File: config.mk
export PLATFORM = sky130hd
export DESIGN_NAME = sru_seq_pla_unit
export DESIGN_NICKNAME = d
export VERILOG_FILES = /design/src/rtl/sru_seq_pla_unit.sv
export SDC_FILE = /design/constraint.sdc
export NUM_CORES = 1
export LEC_CHECK = 0
export CAP_MARGIN = 10
export CORE_MARGIN = 8
export CORE_UTILIZATION = 58
export DETAILED_ROUTE_END_ITERATION = 16
export GPL_TIMING_DRIVEN = 0
export MAX_ROUTING_LAYER = met4
export PLACE_DENSITY_LB_ADDON = 0.1
export RECOVER_POWER = 50
export SLEW_MARGIN = 20
export SYNTH_ARGS = -nofsm -noshare
export SYNTH_HDL_FRONTEND = slang
export SYNTH_SLANG_ARGS = --single-unit
File: constraint.sdc
create_clock -name clk -period 2.8 [get_ports clk]
set_input_delay 0.84 -clock clk [delete_from_list [all_inputs] [get_ports clk]]
set_output_delay 0.84 -clock clk [all_outputs]
set_load 0.03 [all_outputs]
File: src/rtl/sru_seq_pla_unit.sv
`default_nettype none
// ============================================================================
// Module      : sru_seq_pla_unit
// Description : Sequencer trigger unit. A small PLA selects SEGMENT_SIZE bits
//               of the trigger vector through per-input muxes and ORs a chosen
//               set of minterms (Match). A mode stage then qualifies that
//               result as LEVEL, STICKY, COUNT or EDGE (Select). The
//               configuration is loaded serially into a shadow register and
//               copied into the active register on commit.
// Ports       : clk         - clock, all state changes on the rising edge
//               rst_n       - synchronous active-low reset
//               Trigger     - [M-1:0] observed trigger vector
//               CfgShiftEn  - shift the shadow register by one bit
//               CfgShiftIn  - serial configuration data in
//               CfgShiftOut - shadow MSB, for daisy-chaining units
//               CfgCommit   - copy shadow into active config
//               Clear       - clear sticky flag, counter and edge history
//               Match       - registered raw PLA result
//               Select      - registered mode-qualified result
// Revision    : 1.0 - initial release
// ============================================================================
module sru_seq_pla_unit #(
    parameter int M            = 8,
    parameter int SEGMENT_SIZE = 2,
    parameter int CNT_WIDTH    = 8
) (
    input  logic         clk,
    input  logic         rst_n,
    input  logic [M-1:0] Trigger,
    input  logic         CfgShiftEn,
    input  logic         CfgShiftIn,
    output logic         CfgShiftOut,
    input  logic         CfgCommit,
    input  logic         Clear,
    output logic         Match,
    output logic         Select
);

    localparam int L      = $clog2(M);
    localparam int NUM_MT = 2 ** SEGMENT_SIZE;
    localparam int MUX_W  = SEGMENT_SIZE * L;
    localparam int CFG_W  = MUX_W + NUM_MT + 2 + CNT_WIDTH;

    localparam logic [1:0] c_mode_level  = 2'b00;
    localparam logic [1:0] c_mode_sticky = 2'b01;
    localparam logic [1:0] c_mode_count  = 2'b10;
    localparam logic [1:0] c_mode_edge   = 2'b11;

    logic [CFG_W-1:0]     r_shadow;
    logic [CFG_W-1:0]     r_active;
    logic [CNT_WIDTH-1:0] r_cnt;
    logic                 r_match;
    logic                 r_match_d;
    logic                 r_select;

    // Active configuration fields, LSB first
    logic [MUX_W-1:0]     w_regmux;
    logic [NUM_MT-1:0]    w_orsel;
    logic [1:0]           w_mode;
    logic [CNT_WIDTH-1:0] w_thr;

    assign w_regmux = r_active[MUX_W-1:0];
    assign w_orsel  = r_active[MUX_W +: NUM_MT];
    assign w_mode   = r_active[MUX_W+NUM_MT +: 2];
    assign w_thr    = r_active[CFG_W-1 -: CNT_WIDTH];

    // Trigger padded to the full mux index range so that indices >= M read 0
    logic [(2**L)-1:0] w_trig_ext;

    always_comb begin
        w_trig_ext        = '0;
        w_trig_ext[M-1:0] = Trigger;
    end

    logic [SEGMENT_SIZE-1:0] w_sel;

    generate
        for (genvar i = 0; i < SEGMENT_SIZE; i++) begin : g_sel
            logic [L-1:0] w_idx;
            assign w_idx    = w_regmux[(i+1)*L-1 -: L];
            assign w_sel[i] = w_trig_ext[w_idx];
        end
    endgenerate

    // Minterm k: bit i of k chooses the true or complemented selected input
    logic [NUM_MT-1:0] w_mt;
    logic              w_raw;

    always_comb begin
        w_mt = '0;
        for (int k = 0; k < NUM_MT; k++) begin
            w_mt[k] = 1'b1;
            for (int i = 0; i < SEGMENT_SIZE; i++) begin
                if (((k >> i) & 1) == 1) begin
                    w_mt[k] = w_mt[k] & w_sel[i];
                end else begin
                    w_mt[k] = w_mt[k] & ~w_sel[i];
                end
            end
        end
    end

    assign w_raw = |(w_mt & w_orsel);

    // COUNT arithmetic is one bit wider so cnt+1 never overflows at all-ones
    logic [CNT_WIDTH:0]   w_thr_eff;
    logic [CNT_WIDTH:0]   w_cnt_inc;
    logic                 w_cnt_hit;
    logic [CNT_WIDTH-1:0] w_cnt_next;

    assign w_thr_eff  = (w_thr == '0) ? {{CNT_WIDTH{1'b0}}, 1'b1} : {1'b0, w_thr};
    assign w_cnt_inc  = {1'b0, r_cnt} + {{CNT_WIDTH{1'b0}}, 1'b1};
    assign w_cnt_hit  = (w_cnt_inc >= w_thr_eff);
    assign w_cnt_next = w_cnt_hit ? w_thr_eff[CNT_WIDTH-1:0] : w_cnt_inc[CNT_WIDTH-1:0];

    always_ff @(posedge clk) begin
        if (!rst_n) begin
            r_shadow  <= '0;
            r_active  <= '0;
            r_cnt     <= '0;
            r_match   <= 1'b0;
            r_match_d <= 1'b0;
            r_select  <= 1'b0;
        end else begin
            if (CfgShiftEn) begin
                r_shadow <= {r_shadow[CFG_W-2:0], CfgShiftIn};
            end

            if (CfgCommit) begin
                // Commit takes the pre-shift shadow and restarts the qualifier
                r_active  <= r_shadow;
                r_cnt     <= '0;
                r_match   <= 1'b0;
                r_select  <= 1'b0;
                r_match_d <= r_match;
            end else begin
                r_match <= w_raw;
                if (Clear) begin
                    r_select  <= 1'b0;
                    r_cnt     <= '0;
                    r_match_d <= 1'b0;
                end else begin
                    r_match_d <= r_match;
                    case (w_mode)
                        c_mode_level: begin
                            r_select <= r_match;
                            r_cnt    <= '0;
                        end
                        c_mode_sticky: begin
                            r_select <= r_select | r_match;
                            r_cnt    <= '0;
                        end
                        c_mode_count: begin
                            r_select <= r_match & w_cnt_hit;
                            r_cnt    <= r_match ? w_cnt_next : '0;
                        end
                        c_mode_edge: begin
                            r_select <= r_match & ~r_match_d;
                            r_cnt    <= '0;
                        end
                        default: begin
                            r_select <= 1'b0;
                            r_cnt    <= '0;
                        end
                    endcase
                end
            end
        end
    end

    assign CfgShiftOut = r_shadow[CFG_W-1];
    assign Match       = r_match;
    assign Select      = r_select;

endmodule
`default_nettype wire

### Word-level counts from Yosys, hierarchy flattened

Index checks and enable logic that the tools add are counted.

| word-level totals | value |
|---|---|
| register bits after elaboration | 51 |
| input port bits | 14 |

| operators by class | value |
|---|---|
| add/subtract/negate cells | 1 |
| magnitude comparators | 3 |
| equal/unequal tests | 3 |
| mux-type cells | 11 |
| bitwise gates (word level) | 12 |
| reduce and logical (&&, ||, !) cells | 6 |

Operators with widths:

| cell | count |
|---|---|
| two-way mux 8 bit | 3 |
| case mux 8 bit (2 select lines) | 1 |
| adder 8 x 1 -> 9 bit, second input constant | 1 |
| greater-or-equal comparator 9 x 8 -> 1 bit | 1 |
| zero test 8 bit | 1 |
| < comparator 3 x 4 -> 1 bit, second input constant | 2 |
| AND 1 bit | 6 |
| binary-select mux 1 bit (select 3 bit) | 2 |
| OR reduction 3 bit | 2 |
| AND 4 bit | 1 |
| equality test 2 bit, second input constant | 2 |
| two-way mux 1 bit | 4 |
| inverter 1 bit | 4 |
| case mux 1 bit (4 select lines) | 1 |
| OR reduction 4 bit | 1 |
| equality test 2 x 1 -> 1 bit, second input constant | 1 |
| zero test 2 bit | 1 |
| OR reduction 2 bit | 1 |
| bitwise OR 1 bit | 1 |

### Longest topological paths before layout

Gate-level depths: netlist of run 1.

| depth | value |
|---|---|
| depth in word-level cells | 6 |
| mapped depth | 11 |

### Least setup slack after synthesis of run 1

OpenSTA, ideal clock, no wires.

| path | value |
|---|---|
| path kind | flip-flop to flip-flop |
| start point | register r_cnt[0] |
| end point | register r_cnt[0] |
| library setup time | 72 ps |
| arrival time | 2,236 ps |
| slack | 492 ps |
| cell stages (with the launch flop) | 12 |
| buffers on the path | 1 |
| path through | dfxtp_1 -> ha_1 -> and3_1 -> nand3_1 -> xnor2_1 -> ha_1 -> a21oi_1 -> o22ai_1 -> a311oi_1 -> o31a_1 -> buf_2 -> mux2i_1 |

| on the way | value |
|---|---|
| word-level cells in the longest chain between the ends | 5 |

Ends and longest elaborated chain:

| item | line | RTL |
|---|---|---|
| start: declaration | 51 | `logic [CNT_WIDTH-1:0] r_cnt;` |
| start signal: assignment | 155 | `r_cnt <= r_match ? w_cnt_next : '0;` |
| adder 8 x 1 -> 9 bit * | 112 | `assign w_cnt_inc = {1'b0, r_cnt} + {{CNT_WIDTH{1'b0}}, 1'b1};` |
| greater-or-equal comparator 9 x 8 -> 1 bit | 113 | `assign w_cnt_hit = (w_cnt_inc >= w_thr_eff);` |
| two-way mux 8 bit * | 114 | `assign w_cnt_next = w_cnt_hit ? w_thr_eff[CNT_WIDTH-1:0] : w_cnt_inc[CNT_WIDTH-1:0];` |
| two-way mux 8 bit * | 155 |  |
| case mux 8 bit (2 select lines) * | 144 | `case (w_mode)` |

Every way passes the cells marked *; elsewhere a longest branch is shown, timed or not.
A chain may end at the register's enable or synchronous reset.

### Worst setup path in the final report of run 1

| path | value |
|---|---|
| start point | register r_cnt[0] |
| end point | register r_cnt[4] |

Same word-level chain as after synthesis.

==> impl_metrics.tcl, run 1 <==
set metrics [dict create \
    cts_tree "done" \
    drc 0 \
    critPathLaunchType "register" \
    p_sw_frac 0.2066 \
    synth-seq-cells 51 \
    detail-route-antenna-nets 0 \
    ir_drop_v 0.0003863 \
    power_density_nw_per_um2 478.2 \
    power_frac_clock 0.380 \
    yosysUniqueCellTypes 28 \
    clockBufferDepth 2 \
    antenna_found_initial 0 \
    hold_viol 0 \
    area_growth_pct 13.80 \
    drv_cap 0 \
    viasPerCell 5.332 \
    synth_cells 229 \
    n_fill_cell 339 \
    skew_ns 0.007780 \
    min_period_ns 2.556 \
    p_seq_frac 0.560 \
    clock_sinks 51 \
    nNetsFinal 274 \
    max_freq_mhz 391.3 \
    min_period_over_period 0.9127 \
    die_area_um2 6438 \
    reg2regPathDepth 11 \
    place_inst 294 \
    vias 1605 \
    start_util 0.5984 \
    cts_made_buffers 5 \
    rsz0062_at_grt "false" \
    die_h_um 80.24 \
    ys_warn_count 0 \
    worst_slew_pin_slew_ns 0.7714 \
    hold_path_end "r_cnt[7]" \
    row_count 23 \
    hold_class "register to register" \
    grt_remaining_overflow 0 \
    coreArea_um2 4000 \
    wirelength_mm 4.327 \
    crit_arrival_ns 2.79 \
    grt_use_total 0.1555 \
    hold_start "r_active[19]" \
    clk_pin_slew_ns 0.09 \
    total_power_mw 1.303 \
    grt_pass1_wl_mm 7.590 \
    final_cells 301 \
    die-width_um 80.24 \
    io_buffers 15 \
    criticalPathCategory "register to register" \
    clock-root-buffer "clkbuf_8" \
    hold-worst-slack_ns 0.4787 \
    drt-pass1-iter-count 4 \
    setup_viol 0 \
    r2r-end "r_cnt[4]" \
    syn_area_um2 2394 \
    dpl.hpwl_mm 3.171 \
    worstSetupEndpointType "register" \
    grt_max_degree 16 \
    io_pins 17 \
    rrSetupSlack_ns 0.24 \
    ys_seq_area_frac 0.4266 \
    cp_max_fo 9 \
    min_path_cells 2 \
    comb_power_share 0.061 \
    reg2reg_from "r_cnt[0]" \
    status "finished clean" \
    cp.required_ns 3.03 \
    slew_headroom 0.4857 \
    synth.net_count 252 \
    syn_avg_cell_area_um2 10.45 \
    power.switching_mw 0.2691 \
    htree_levels 2 \
    globalplace.congestion 0.7926 \
    intPower_mw 1.034 \
    slew_viol_final 0 \
    avgRoutedWirePerCell_um 14.38 \
    antenna-diode-count 0 \
    clk_latency_ns 0.30 \
    leakagePower_nw 1.045 \
    drive_gt1_frac 0.05179 \
    grt_pass1_vias 1574 \
    drtIter0Drc 91 \
    setup_tns_ns 0 \
]
## power groups by stage
stage	sequential (mW)	combinational, mW	clock, mW
6_report	0.729	0.0789	0.495
5_1_grt	0.730	0.0840	0.537
4_1_cts	0.729	0.0790	0.503
3_5_place_dp	0.746	0.0785	0
3_3_place_gp	0.746	0.0781	0
2_1_floorplan	0.746	0.0494	0
## kinds of logic (layout without fill, tap and decap cells)
kind of cell / Yosys count / after routing / share of synthesized area
flops: 51 / 51 / 0.4266
fa+ha+maj: 9 / 9 / 0.04705
simple gates: 71 / 71 / 0.1694
mux: 57 / 57 / 0.2629
compound gates: 12 / 12 / 0.03555
buf+inv: 23 / 45 / 0.03659
xor+xnor: 6 / 6 / 0.02196
## how the worst max path moves through the flow
stage / from / endpoint / cells after the start
finish: r_cnt[0] / r_cnt[4] / 11
global route: r_cnt[0] / r_cnt[4] / 11
CTS: rst_n / r_cnt[2] / 6
detailed placement: rst_n / Select / 6
global placement: rst_n / Select / 6
floorplan: r_cnt[0] / r_cnt[0] / 11
## timing repair
| action | CTS | global route |
|---|---|---|
| resized for setup | 0 | 2 |
| buffers inserted | 0 | 0 |
| hold buffers | 0 | 0 |
| endpoints found under the setup margin | 0 | 9 |
| endpoints found under the hold margin | 0 | 0 |
## final cells by class
type / instances / area, µm² / area share
multi-input cells: 155 / 1294 / 0.4750
flip-flops and latches: 51 / 1021 / 0.3748
repair buffers: 15 / 150.1 / 0.05512
clock buffers: 5 / 68.82 / 0.02526
well taps: 50 / 62.56 / 0.02297
plain buffers: 11 / 45.04 / 0.01654
inverters: 12 / 45.04 / 0.01654
clock inverters: 2 / 37.54 / 0.01378
## synth_stat cells
cell	instances	area, µm²
nand2b_1	2	12.51
o32ai_1	1	8.760
mux2i_1	52	520.5
clkbuf_1	8	30.03
a21oi_1	4	20.02
mux4_1	2	52.55
xnor2_1	3	26.28
mux2_2	1	11.26
buf_1	2	7.510
o31a_1	1	8.760
a41o_1	1	10.01
mux4_2	2	45.04
nand3_1	4	20.02
buf_2	1	5.000
o22ai_1	2	12.51
inv_1	12	45.04
and3_1	3	18.77
nand2_1	19	71.32
nor2b_4	1	13.76
nor2b_1	40	250.2
nor4_2	1	12.51
dfxtp_1	51	1021
xor2_1	3	26.28
a21o_1	1	7.510
a311oi_1	1	8.760
nor4_1	1	6.260
ha_1	9	112.6
a2bb2oi_1	1	8.760
## registers in the layout, indices dropped and copies added (netlist names)
signal     cells
r_active      20
r_shadow      20
r_cnt          8
Match          1
Select         1
r_match_d      1
## layout by cell type (no fill, tap or decap), types with 3 or more instances in the layout
master / count
a21oi_1: 4
and3_1: 3
clkbuf_1: 9
clkbuf_8: 5
clkdlybuf4s50_1: 15
dfxtp_1: 51
ha_1: 9
inv_1: 12
mux2i_1: 52
nand2_1: 19
nand3_1: 4
nor2b_1: 40
xnor2_1: 3
xor2_1: 3
## stage by stage
step / cell area, µm² / utilization / worst slack (ns)
3_5_place_dp: 2606 / 0.6515 / -0.2561
3_3_place_gp: 2606 / 0.6515 / -0.3152
2_1_floorplan: 2394 / - / 0.4921
4_1_cts: 2713 / 0.6781 / 0.07043
5_1_grt: 2724 / 0.6810 / 0.01436
6_report: 2724 / 0.6810 / 0.2444
## routing by layer
layer	vias up	share of wire	GRT usage
li1	828	-	-
met1	756	0.51	0.2036
met2	17	0.44	0.2255
met3	4	0.036	0.04241
met4	0	0.0079	0.05091
met5	-	0	-
## critical path, cell delays in order (launching register included)
cell and delay [ns]:
dfxtp_1 0.38, ha_1 0.19, and3_1 0.24, nand3_1 0.12, xnor2_1 0.21, ha_1 0.28, a21oi_1 0.14, o22ai_1 0.09
a311oi_1 0.25, o31a_1 0.17, clkbuf_4 0.24, mux2i_1 0.20
Power figures use the tool's default switching activity.
==> inputs of run 2 (changes only) <==
Settings changed: CORE_UTILIZATION 58 to 55, CTS_CLUSTER_DIAMETER from default to 100.
==> run 2 against run 1 <==
  * Setup slack got worse by 0.061 ns
  * Flip-flop and latch count unchanged
  * Combinational power is 1% higher
  * Global-route usage about the same
  * Critical path depth shrank 4
==> impl_metrics.tcl, run 2 (synthesis results as in run 1) <==
set metrics [dict create \
    post-route-util 0.6432 \
    busiest_layer "met2" \
    power.switching_mw 0.2842 \
    grt_pass1_wl_mm 7.997 \
    cp.required_ns 3.04 \
    worst_slew_pin_slew_ns 0.7834 \
    slew_headroom 0.4777 \
    clockBufferDepth 2 \
    viasPerCell 5.368 \
    clk_pin_slew_ns 0.09 \
    detail-route-antenna-nets 0 \
    reg2reg_from "r_cnt[0]" \
    wirelength_mm 4.460 \
    fin_area_um2 2743 \
    vias 1632 \
    grt_pass1_vias 1733 \
    clock-root-buffer "clkbuf_8" \
    final_cell_mix "mux2i_1, dfxtp_1, nor2b_1" \
    power_density_nw_per_um2 492.4 \
    drt-pass1-iter-count 4 \
    criticalPathCategory "primary input to register" \
    grt_remaining_overflow 0 \
    setup_viol 0 \
    cts_made_buffers 5 \
    min_period_ns 2.617 \
    power_frac_clock 0.401 \
    total_power_mw 1.350 \
    reg2regPathDepth 11 \
    row_count 24 \
    ir_drop_v 0.0003250 \
    comb_power_share 0.059 \
    grt_max_degree 17 \
    max_freq_mhz 382.2 \
    hold_start "r_active[13]" \
    min_path_cells 2 \
    crit_top_cell "nand2_1" \
    drc 0 \
    die_h_um 81.97 \
    clock_sinks 51 \
    crit_chain "dlygate4sd3_1, inv_1, nand2_1, nor4_4, clkbuf_1, nand2_1, mux2i_1" \
    p_seq_frac 0.540 \
    coreArea_um2 4264 \
    place_area_um2 2609 \
    skew_ns 0.005162 \
    io_pins 17 \
    hold_path_end "r_cnt[1]" \
    global_route.usage.met2 0.2376 \
    antenna_found_initial 0 \
    area_growth_pct 14.58 \
    avgRoutedWirePerCell_um 14.67 \
    status "finished clean" \
    intPower_mw 1.066 \
    dpl.hpwl_mm 3.339 \
    die-width_um 81.97 \
    drv_cap 0 \
    r2r-end "r_cnt[2]" \
    drive_gt1_frac 0.05952 \
    slew_viol_final 0 \
    p_sw_frac 0.2104 \
    layout_commonest_cell "mux2i_1" \
    critPathLaunchType "primary input" \
    cpPeakStageDelay_ns 0.58 \
    min_period_over_period 0.9345 \
    reg_top3 "r_active x20, r_shadow x20, r_cnt x8" \
    io_buffers 15 \
    globalplace.congestion 0.7575 \
    grt_use_total 0.1560 \
    rrSetupSlack_ns 0.19 \
    die_area_um2 6719 \
    crit_arrival_ns 2.85 \
    worstSetupEndpointType "register" \
    clk_latency_ns 0.30 \
    cts_tree "done" \
    grtUsageMet3 0.04158 \
    start_util 0.5613 \
    hold_class "register to register" \
    cp_max_fo 10 \
    hold-worst-slack_ns 0.4835 \
    drtIter0Drc 62 \
    antenna-diode-count 0 \
    leakagePower_nw 1.057 \
    rsz0062_at_grt "false" \
    hold_viol 0 \
    gr-usage-met1 0.1938 \
    htree_levels 2 \
    nNetsFinal 274 \
    critPathSlowestCell "dlygate4sd3_1" \
    hold_buffers 0 \
]
[run 2: cell types whose count changed in the layout (fill, tap and decap cells not counted), sizes merged]
cell           delta
clkdlybuf4s50     -1
dlygate4sd3       +1
clkbuf            +1
inv               +1
clkinvlp          -1
[run 2: power by group through the flow]
stage / Combinational, mW / Clock (mW) / Sequential [mW]
global placement: 0.0794 / 0 / 0.746
CTS: 0.0812 / 0.558 / 0.729
floorplan: 0.0494 / 0 / 0.746
finish: 0.0800 / 0.541 / 0.729
detailed placement: 0.0801 / 0 / 0.746
global route: 0.0857 / 0.585 / 0.730
[run 2: worst max path at each step]
| stage | startpoint | to | slack [ns] | depth (start not counted) |
|---|---|---|---|---|
| global route | CfgCommit | r_cnt[6] | 0.01 | 7 |
| CTS | r_cnt[0] | r_cnt[2] | 0.1 | 11 |
| finish | CfgCommit | r_cnt[2] | 0.18 | 7 |
| floorplan | r_cnt[0] | r_cnt[0] | 0.49 | 11 |
| detailed placement | rst_n | r_cnt[2] | -0.32 | 6 |
| global placement | rst_n | r_cnt[2] | -0.28 | 6 |
[run 2: cell type report]
cell class              instances  area, µm²
clock buffers                   6      82.58
fillers                       387       1521
flip-flops and latches         51       1021
repair buffers                 15      150.1
clock inverters                 2      38.79
multi-input cells             155       1295
plain buffers                  11      45.04
well taps                      52      65.06
inverters                      12      45.04
[run 2: per-stage QoR]
step / std cells / TNS, ns / setup slack, ns
5_1_grt: 304 / 0 / 0.01365
3_5_place_dp: 296 / -2.654 / -0.3172
3_3_place_gp: 296 / -2.403 / -0.2793
4_1_cts: 304 / 0 / 0.09843
2_1_floorplan: 229 / 0 / 0.4921
6_report: 304 / 0 / 0.1835
[run 2: metal layers]
metal | vias to the layer above | wire (µm)
met5 | - | 0
met4 | 0 | 94
met3 | 11 | 159
met2 | 24 | 1950
met1 | 773 | 2256
li1 | 824 | -
[run 2: worst max-delay path, delay by kind of cell]
kind,cells,cell delay [ns]
buffers and inverters,3,1.10
and+or+nand+nor,3,0.75
muxes,1,0.15
[run 2: timing repair]
action,4_1_cts,5_1_grt
setup buffers,0,0
gates resized for setup,1,3
endpoints found under the setup margin,1,9
